**config.mk**
```make
export PLATFORM = sky130hd
export DESIGN_NAME = button_debounce
export DESIGN_NICKNAME = d
export VERILOG_FILES = /design/src/rtl/button_debounce.sv
export SDC_FILE = /design/constraint.sdc
export NUM_CORES = 1
export LEC_CHECK = 0
export BUFFER_PORTS_ARGS = -buffer_cell sky130_fd_sc_hd__buf_4
export CORE_MARGIN = 8
export CORE_UTILIZATION = 40
export DETAILED_ROUTE_END_ITERATION = 7
export SETUP_SLACK_MARGIN = 0.02
export SYNTH_ARGS = -nofsm -noshare
export SYNTH_HDL_FRONTEND = slang
export SYNTH_SLANG_ARGS = --single-unit
```
**constraint.sdc**
```tcl
create_clock -name clk -period 2.31 [get_ports clk]
set_clock_uncertainty 0.2 [all_clocks]
set_input_delay 0.462 -clock clk [delete_from_list [all_inputs] [get_ports clk]]
set_output_delay 0.462 -clock clk [all_outputs]
set_load 0.01 [all_outputs]
```
**src/rtl/button_debounce.sv**
```systemverilog
`default_nettype none
// ============================================================================
// Module      : button_debounce
// Description : Conditions one raw launchpad pad/button into a clean debounced
//               level for the event_* wave chains (button_inp). A two-flop
//               synchroniser feeds a debounce FSM, which produces one-cycle
//               press/release strobes, a saturating hold counter and a
//               long-press flag.
//
// Optional feature (compile-time macro):
//   HOLD_STRETCH_EN : after an accepted release, keep btn_level high for
//                     MIN_HOLD more cycles (STRETCH state). If the macro is
//                     undefined, the release goes straight to IDLE.
//
// Ports
//   clk          in   1       system clock, rising edge
//   rst          in   1       synchronous active-high reset
//   btn_raw      in   1       asynchronous raw pad input
//   btn_level    out  1       debounced pressed level
//   btn_press    out  1       one-cycle strobe after btn_level 0->1
//   btn_release  out  1       one-cycle strobe after btn_level 1->0
//   long_press   out  1       pressed and hold_cnt >= LONG_CYCLES
//   hold_cnt     out  HOLD_W  cycles spent pressed, saturating
//
// Revision    : 1.0  initial release
// ============================================================================
module button_debounce #(
    parameter int DEBOUNCE_CYCLES = 16,
    parameter int CNT_W           = 8,
    parameter int ACTIVE_LOW      = 0,
    parameter int MIN_HOLD        = 6,
    parameter int HOLD_W          = 16,
    parameter int LONG_CYCLES     = 1000
) (
    input  logic              clk,
    input  logic              rst,
    input  logic              btn_raw,
    output logic              btn_level,
    output logic              btn_press,
    output logic              btn_release,
    output logic              long_press,
    output logic [HOLD_W-1:0] hold_cnt
);

    localparam logic [2:0] c_st_idle         = 3'd0;
    localparam logic [2:0] c_st_press_wait   = 3'd1;
    localparam logic [2:0] c_st_pressed      = 3'd2;
    localparam logic [2:0] c_st_release_wait = 3'd3;
`ifdef HOLD_STRETCH_EN
    localparam logic [2:0] c_st_stretch      = 3'd4;
    localparam logic [CNT_W-1:0] c_min_hold  = CNT_W'(MIN_HOLD);
`endif

    localparam logic              c_invert   = (ACTIVE_LOW != 0);
    localparam logic [CNT_W-1:0]  c_deb      = CNT_W'(DEBOUNCE_CYCLES);
    // Largest value the debounce/stretch counter ever needs to reach; the
    // counter parks there instead of wrapping.
    localparam logic [CNT_W-1:0]  c_cnt_top  =
        CNT_W'((DEBOUNCE_CYCLES > MIN_HOLD) ? DEBOUNCE_CYCLES : MIN_HOLD);
    localparam logic [HOLD_W-1:0] c_long     = HOLD_W'(LONG_CYCLES);
    localparam logic [HOLD_W-1:0] c_hold_max = '1;

    logic              r_sync1;
    logic              r_sync2;
    logic [2:0]        r_state;
    logic [CNT_W-1:0]  r_cnt;
    logic              r_level;
    logic              r_press;
    logic              r_release;
    logic [HOLD_W-1:0] r_hold;

    logic              w_pin;
    logic [CNT_W-1:0]  w_cnt_inc;
    logic [HOLD_W-1:0] w_hold_inc;

    // Normalise polarity before the synchroniser so "1" always means pressed.
    assign w_pin      = btn_raw ^ c_invert;
    assign w_cnt_inc  = (r_cnt == c_cnt_top) ? r_cnt : r_cnt + 1'b1;
    assign w_hold_inc = (r_hold == c_hold_max) ? r_hold : r_hold + 1'b1;

    always_ff @(posedge clk) begin
        if (rst) begin
            r_sync1   <= 1'b0;
            r_sync2   <= 1'b0;
            r_state   <= c_st_idle;
            r_cnt     <= '0;
            r_level   <= 1'b0;
            r_press   <= 1'b0;
            r_release <= 1'b0;
            r_hold    <= '0;
        end else begin
            r_sync1   <= w_pin;
            r_sync2   <= r_sync1;
            r_press   <= 1'b0;
            r_release <= 1'b0;

            case (r_state)
                c_st_idle: begin
                    if (r_sync2) begin
                        r_state <= c_st_press_wait;
                        r_cnt   <= CNT_W'(1);
                    end
                end

                c_st_press_wait: begin
                    if (!r_sync2) begin
                        r_state <= c_st_idle;
                        r_cnt   <= '0;
                    end else if (r_cnt == c_deb) begin
                        r_state <= c_st_pressed;
                        r_cnt   <= '0;
                        r_level <= 1'b1;
                        r_press <= 1'b1;
                        r_hold  <= '0;
                    end else begin
                        r_cnt <= w_cnt_inc;
                    end
                end

                c_st_pressed: begin
                    r_hold <= w_hold_inc;
                    if (!r_sync2) begin
                        r_state <= c_st_release_wait;
                        r_cnt   <= CNT_W'(1);
                    end
                end

                c_st_release_wait: begin
                    if (r_sync2) begin
                        r_state <= c_st_pressed;
                        r_cnt   <= '0;
                        r_hold  <= w_hold_inc;
                    end else if (r_cnt == c_deb) begin
`ifdef HOLD_STRETCH_EN
                        // Level stays high; hold count is frozen while stretching.
                        r_state <= c_st_stretch;
                        r_cnt   <= CNT_W'(1);
`else
                        r_state   <= c_st_idle;
                        r_cnt     <= '0;
                        r_level   <= 1'b0;
                        r_release <= 1'b1;
                        r_hold    <= '0;
`endif
                    end else begin
                        r_cnt  <= w_cnt_inc;
                        r_hold <= w_hold_inc;
                    end
                end

`ifdef HOLD_STRETCH_EN
                c_st_stretch: begin
                    // The pin is deliberately ignored here so every downstream
                    // wave sees the full stretch.
                    if (r_cnt == c_min_hold) begin
                        r_state   <= c_st_idle;
                        r_cnt     <= '0;
                        r_level   <= 1'b0;
                        r_release <= 1'b1;
                        r_hold    <= '0;
                    end else begin
                        r_cnt <= w_cnt_inc;
                    end
                end
`endif

                default: begin
                    r_state <= c_st_idle;
                    r_cnt   <= '0;
                    r_level <= 1'b0;
                    r_hold  <= '0;
                end
            endcase
        end
    end

    assign btn_level   = r_level;
    assign btn_press   = r_press;
    assign btn_release = r_release;
    assign hold_cnt    = r_hold;
    assign long_press  = r_level & (r_hold >= c_long);

endmodule
`default_nettype wire

```
==> results.rst, run 1 <==
.. list-table::
   :header-rows: 1

   * - Metric
     - Value
   * - Core box area
     - 3943 sq um
   * - Clock buffers created by TritonCTS
     - 5
   * - Post-synth design cell area
     - 1619 sq um
   * - Most instantiated flip-flop cell in the synthesis netlist
     - sky130_fd_sc_hd__dfxtp_1
   * - Global route total overflow
     - 0
   * - Antenna Diode Count
     - 0
   * - Worst Setup End Kind
     - output port
   * - Number of different library cells in the post-synthesis netlist
     - 47
   * - Reg power frac
     - 0.521
   * - Remaining DRCs
     - 0
   * - Mean cell area of the mapped netlist
     - 8.346 sq um
   * - Total setup buffers inserted after CTS
     - 0
   * - Area Growth Syn to Fin
     - 23.03%
   * - Pleak
     - about 0.75 nW
   * - Gr usage total
     - 0.1334
   * - Final hold violation count
     - 0
   * - Clock latency on the worst-skew pair
     - 0.28 ns
   * - CP required
     - approximately 1.7 ns
   * - Fraction of power spent switching nets
     - 0.2111
   * - Antenna violation net count after detailed routing
     - 0
   * - Clock root cell
     - sky130_fd_sc_hd__clkbuf_8
   * - WL per Instance
     - 15.18 um
   * - Fmax
     - approximately 460 MHz
   * - Clock tree from TritonCTS
     - yes
   * - Peak supply drop
     - 0.3990 mV
   * - Syn_nets
     - 201
   * - Number of buffers inserted by hold repair at cts
     - 0
   * - Final cell area excluding filler cells
     - 1992 sq um
   * - Total number of H-tree levels
     - 2
   * - Post-Route WL
     - 4158 um
   * - Unrepaired setup endpoints after global routing
     - no
   * - Combinational cell fraction of total power
     - 0.032
   * - CTS clk-pin slew, worst paths
     - 0.06 ns
   * - Std-Cell Rows
     - 23
   * - Int Power
     - 822.5 uW
   * - Die area
     - 6339 sq um
   * - DP Area
     - approximately 1900 sq um
   * - RD Place Congestion
     - approximately 0.87
   * - Largest cells by area after synthesis
     - sky130_fd_sc_hd__dfxtp_1 (38%), sky130_fd_sc_hd__nor2_1 (5.1%), sky130_fd_sc_hd__nand2_1 (4.9%)
   * - Top-area cell type share of the netlist area
     - 0.3833
   * - Filler instances
     - 378
   * - Time the final worst path needs with I/O delays and setup
     - 2.194 ns
   * - Net load switching power
     - 220.2 uW
   * - Sequential Area
     - 630.6 sq um
   * - Initial antenna violation count
     - 0
   * - Via count
     - 1526
   * - Share of total power in the clock network
     - 0.447
   * - Number of register bits inferred by synthesis
     - 31
   * - I/O Pins
     - 23
   * - EDFF count, synth
     - 0
   * - Total of cells resized after clock tree synthesis
     - 5
   * - Global-route wire length before repair
     - 6713 um
   * - Average vias per placed instance
     - ~5.6
   * - Initial Utilization
     - 0.4107
   * - Total Power Consumption
     - 1.043 mW
   * - Outcome
     - finished clean
   * - Largest net degree at the start of global routing
     - 14
   * - Critical Path Source Type
     - register
   * - Power per Cell Area
     - 523.5 nW/um^2
   * - Worst slew pin tran
     - 0.8294 ns
   * - Number of nets in the finished design
     - 230
   * - Sum Neg Setup Slack
     - 0 ns
   * - Worst EP arrival
     - 1.53 ns
   * - Final critical-path share of the clock period
     - 0.9499
   * - Worst Hold Class
     - primary input to register
   * - Number of clock sinks
     - 31
   * - Top fanout value on the critical path
     - 8
   * - Setup CP Type
     - register to output port
   * - Area leader, netlist
     - sky130_fd_sc_hd__dfxtp_1
   * - Number of setup violations in the final report
     - 0
   * - Initial DRC Count
     - 79
   * - Share of final-layout standard cells stronger than drive strength 1
     - 0.2545
   * - Worst relative slew slack
     - 0.4421
   * - Drt first pass iters
     - 4
   * - Number of violations of the max-capacitance limit
     - 0
   * - Die width
     - 79.62 um
   * - Estimated wirelength of the detail-placed design
     - 3067 um
   * - Multi-input gate area
     - 973.4 sq um
   * - Number of synthesis warnings
     - 0
   * - Vias in the first global route
     - roughly 1500
   * - Number of slew-limit violations in the final report
     - 0
   * - Async set or reset register ratio after synthesis
     - 0
   * - Proportion of synthesized chip area in sequential cells
     - 0.3833
   * - Die Span Y
     - 79.62 um
   * - Number of buffers between clock root and the deepest sink
     - 2
   * - Cells after synthesis
     - between 150 and 200
   * - Input/output buffers
     - 22
[placed cells by master, fill, tap and decap left out, types with 5 or more instances in the layout]
cell                       netlist  routed
sky130_fd_sc_hd__inv_1           8       8
sky130_fd_sc_hd__nand3_1         8       8
sky130_fd_sc_hd__a21oi_1        12      12
sky130_fd_sc_hd__nor3_1          7       6
sky130_fd_sc_hd__buf_4           1      26
sky130_fd_sc_hd__xnor2_1         6       6
sky130_fd_sc_hd__nand2_1        21      21
sky130_fd_sc_hd__clkbuf_8        0       7
sky130_fd_sc_hd__dfxtp_1        31      25
sky130_fd_sc_hd__nand4_1         6       6
sky130_fd_sc_hd__a31oi_1        10      10
sky130_fd_sc_hd__dfxtp_2         0       5
sky130_fd_sc_hd__nor2_1         22      21
[per-stage QoR]
step,setup slack [ns],hold WS (ns),util,instances
2_1_floorplan,0.2238,0.2138,-,194
3_3_place_gp,0.2104,0.2168,0.4710,266
3_5_place_dp,0.1769,0.2313,0.4710,266
4_1_cts,0.03737,0.1883,0.5011,274
5_1_grt,0.04682,0.1830,0.5052,274
6_report,0.1157,0.1946,0.5052,274
[critical path, stage by stage (launching register included)]
cell                       delay, ns
sky130_fd_sc_hd__dfxtp_4        0.37
sky130_fd_sc_hd__or4_4          0.53
sky130_fd_sc_hd__nor3_2         0.12
sky130_fd_sc_hd__a21boi_1       0.08
sky130_fd_sc_hd__buf_4          0.15
[registers in the layout, indices dropped and copies added, names as in the netlist, named ones only]
register	count
r_sync2	1
btn_release	1
r_state	1
btn_level	1
r_sync1	1
r_cnt	8
hold_cnt	16
btn_press	1
[final timing paths]
kind                                   start     endpoint  slack, ns  depth (start not counted)
worst min register to register       r_sync1      r_sync2       0.24                          1
worst min-delay path                 btn_raw      r_sync1       0.19                          2
worst max-delay path            hold_cnt[11]   long_press       0.12                          4
worst max register to register   hold_cnt[0]  hold_cnt[0]       0.22                          6
[cell type report]
class / count / area share
inverters: 8 / 0.01508
well taps: 50 / 0.03141
flip-flops and latches: 31 / 0.3166
multi-input cells: 151 / 0.4887
repair buffers: 26 / 0.09799
clock buffers: 8 / 0.05025
[power groups by stage]
stage / Sequential, mW / Clock (mW) / Combinational, mW
floorplan: 0.555 / 0 / 0.0222
global route: 0.544 / 0.507 / 0.0362
detailed placement: 0.557 / 0 / 0.0332
CTS: 0.544 / 0.486 / 0.0332
finish: 0.543 / 0.466 / 0.0333
global placement: 0.556 / 0 / 0.0322
[cell families after synthesis]
logic type      count (synthesis)  share of synthesized area
simple gates                   93                     0.3122
compound gates                 42                     0.1700
flops                          31                     0.3833
buf+inv                        12                    0.03091
xor+xnor                        9                    0.05333
fa+ha+maj                       4                    0.03091
mux                             3                    0.01932
[per-layer routing]
layer | vias to the layer above | GRT usage | wire length (um)
met5 | - | 0 | 0
met1 | 733 | 0.1323 | 1728
met3 | 4 | 0.04617 | 218
met2 | 26 | 0.2469 | 2170
li1 | 763 | - | -
met4 | 0 | 0.05185 | 41
[cell usage after synthesis (3+ instances only)]
library cell,n
sky130_fd_sc_hd__dfxtp_1,31
sky130_fd_sc_hd__nor2_1,22
sky130_fd_sc_hd__nand2_1,21
sky130_fd_sc_hd__a21oi_1,12
sky130_fd_sc_hd__a31oi_1,10
sky130_fd_sc_hd__inv_1,8
sky130_fd_sc_hd__nand3_1,8
sky130_fd_sc_hd__nor3_1,7
sky130_fd_sc_hd__nand4_1,6
sky130_fd_sc_hd__xnor2_1,6
sky130_fd_sc_hd__ha_1,4
sky130_fd_sc_hd__nor4_1,4
sky130_fd_sc_hd__o21ai_0,4
sky130_fd_sc_hd__a21boi_0,3
sky130_fd_sc_hd__a21o_1,3
sky130_fd_sc_hd__nand2b_1,3
sky130_fd_sc_hd__or3_1,3
sky130_fd_sc_hd__or4_4,3
(Power assumes the default switching activity.)
==> run 2, diff against run 1 <==
--- a/config.mk
+++ b/config.mk
@@ -9,7 +9,9 @@
 export CORE_MARGIN = 8
 export CORE_UTILIZATION = 40
 export DETAILED_ROUTE_END_ITERATION = 7
+export MAX_ROUTING_LAYER = met4
 export SETUP_SLACK_MARGIN = 0.02
+export SKIP_LAST_GASP = 1
 export SYNTH_ARGS = -nofsm -noshare
 export SYNTH_HDL_FRONTEND = slang
 export SYNTH_SLANG_ARGS = --single-unit
==> results.rst, run 2 (same netlist as run 1, synthesis figures left out) <==
.. list-table::
   :header-rows: 1

   * - Metric
     - Value
   * - Number of clock sinks
     - 31
   * - Largest incremental delay on the critical path
     - roughly 0.53 ns
   * - Estimated wirelength of the detail-placed design
     - roughly 3100 um
   * - Unrepaired setup endpoints after global routing
     - no
   * - Pleak
     - about 0.75 nW
   * - Vias in the first global route
     - approximately 1500
   * - Worst relative slew slack
     - 0.4421
   * - Number of violations of the max-capacitance limit
     - 0
   * - Global-route wire length before repair
     - 6713 um
   * - Peak supply drop
     - 0.3994 mV
   * - Input/output buffers
     - 22
   * - Final cell area excluding filler cells
     - between 1500 and 2000 sq um
   * - Most Crowded Layer GR
     - met2
   * - Clock root cell
     - sky130_fd_sc_hd__clkbuf_8
   * - Critical Path Source Type
     - register
   * - Area Growth Syn to Fin
     - 23.03%
   * - Number of buffers between clock root and the deepest sink
     - 2
   * - Largest register FFs
     - 16
   * - Fraction of power spent switching nets
     - 0.2113
   * - Net load switching power
     - ~220 uW
   * - Sequential Area
     - about 630 sq um
   * - Global route total overflow
     - 0
   * - RD Place Congestion
     - 0.8842
   * - Critical path cell sequence
     - or4_4, nor3_2, a21boi_1, buf_4
   * - Remaining DRCs
     - 0
   * - Met1 layer usage reported by global route
     - 0.1323
   * - Std-Cell Rows
     - 23
   * - Drt first pass iters
     - 4
   * - Die Span Y
     - 79.62 um
   * - Largest net degree at the start of global routing
     - 14
   * - Int Power
     - 822.5 uW
   * - Top fanout value on the critical path
     - 8
   * - Buffers & Inverters on Critical Path
     - 1
   * - Global Route met3 Usage
     - 0.04617
   * - Initial DRC Count
     - 79
   * - Filler instances
     - 378
   * - Share of final-layout standard cells stronger than drive strength 1
     - 0.2545
   * - CTS clk-pin slew, worst paths
     - about 0.06 ns
   * - Multi-input gate area
     - 973.4 sq um
   * - Total Power Consumption
     - 1.043 mW
   * - Initial antenna violation count
     - 0
   * - I/O Pins
     - 23
   * - Average vias per placed instance
     - between 5 and 6
   * - Number of slew-limit violations in the final report
     - 0
   * - Worst slew pin tran
     - just over 0.8 ns
   * - Worst EP arrival
     - 1.53 ns
   * - Initial Utilization
     - 0.4107
   * - Number of setup violations in the final report
     - 0
   * - Time the final worst path needs with I/O delays and setup
     - ~2.2 ns
   * - Setup CP Type
     - register to output port
   * - Total number of H-tree levels
     - 2
   * - Clock buffers created by TritonCTS
     - 5
   * - Worst Hold Class
     - primary input to register
   * - Number of buffers inserted by hold repair at cts
     - 0
   * - Combinational cell fraction of total power
     - 0.032
   * - Clock tree from TritonCTS
     - yes
   * - CP required
     - 1.65 ns
   * - Final hold violation count
     - 0
   * - Antenna Diode Count
     - 0
   * - WL per Instance
     - 15.17 um
   * - Final critical-path share of the clock period
     - 0.9499
   * - Most common cell after layout, fill and taps aside
     - sky130_fd_sc_hd__buf_4
   * - Total setup buffers inserted after CTS
     - 0
   * - Gr usage total
     - 0.1373
   * - Slowest stage cell on the critical path
     - sky130_fd_sc_hd__or4_4
   * - Die width
     - between 70 and 80 um
   * - Share of total power in the clock network
     - 0.447
   * - Core box area
     - approximately 3900 sq um
   * - DP Area
     - 1857 sq um
   * - Reg power frac
     - 0.521
   * - Outcome
     - finished clean
   * - Worst Setup End Kind
     - output port
   * - Power per Cell Area
     - 523.6 nW/um^2
   * - Antenna violation net count after detailed routing
     - 0
   * - Via count
     - 1526
   * - Commonest cells after routing, fill and taps aside
     - sky130_fd_sc_hd__buf_4 (26), sky130_fd_sc_hd__dfxtp_1 (25), sky130_fd_sc_hd__nand2_1 (21), sky130_fd_sc_hd__nor2_1 (21), sky130_fd_sc_hd__a21oi_1 (12)
   * - Post-Route WL
     - 4157 um
   * - Kind of cell adding the most delay to the critical path
     - simple AND/OR/NAND/NOR gates
   * - Sum Neg Setup Slack
     - 0 ns
   * - Global routing usage on met2
     - 0.2469
   * - Clock latency on the worst-skew pair
     - 0.28 ns
   * - Fmax
     - 455.7 MHz
   * - Die area
     - 6339 sq um
   * - Number of nets in the finished design
     - 230
==> run 2: cell counts in the layout (fill, tap and decap cells not counted) <==
Identical to the previous run, type by type.
==> run 2: stage by stage <==
stage | utilization | std cells | setup WS, ns | hold WS (ns)
floorplan | - | 194 | 0.2238 | 0.2138
global placement | 0.4710 | 266 | 0.2104 | 0.2168
detailed placement | 0.4710 | 266 | 0.1769 | 0.2313
CTS | 0.5011 | 274 | 0.03737 | 0.1883
global route | 0.5052 | 274 | 0.04682 | 0.1830
finish | 0.5052 | 274 | 0.1156 | 0.1945
==> run 2: path summary, 6_finish.rpt <==
path / from / endpoint / slack [ns] / cells past startpoint
worst max-delay path: hold_cnt[11] / long_press / 0.12 / 4
worst max register to register: hold_cnt[0] / hold_cnt[0] / 0.22 / 6
worst min register to register: r_sync1 / r_sync2 / 0.24 / 1
worst min-delay path: btn_raw / r_sync1 / 0.19 / 2
==> run 2: final cells by class <==
type,instances,share of cell area
Inverter,8,0.01508
Sequential cell,31,0.3166
Multi-Input combinational cell,151,0.4887
Tap cell,50,0.03141
Clock buffer,8,0.05025
Timing Repair Buffer,26,0.09799
==> run 2: per-layer routing <==
layer	wire length [um]	part of all wire
met3	217	0.052
met4	39	0.0094
met1	1728	0.42
met2	2171	0.52
met5	0	0
==> run 2: power by group through the flow <==
stage	clock network, mW	logic, mW	registers [mW]
final	0.466	0.0333	0.543
after global routing	0.507	0.0362	0.544
after CTS	0.486	0.0332	0.544
after detailed placement	0	0.0332	0.557
after global placement	0	0.0322	0.556
after floorplan	0	0.0222	0.555
==> run 2: repair_timing <==
item | 4_1_cts | 5_1_grt
setup endpoints to repair | 1 | 1
pin swaps | 0 | 0
gates resized for setup | 5 | 8
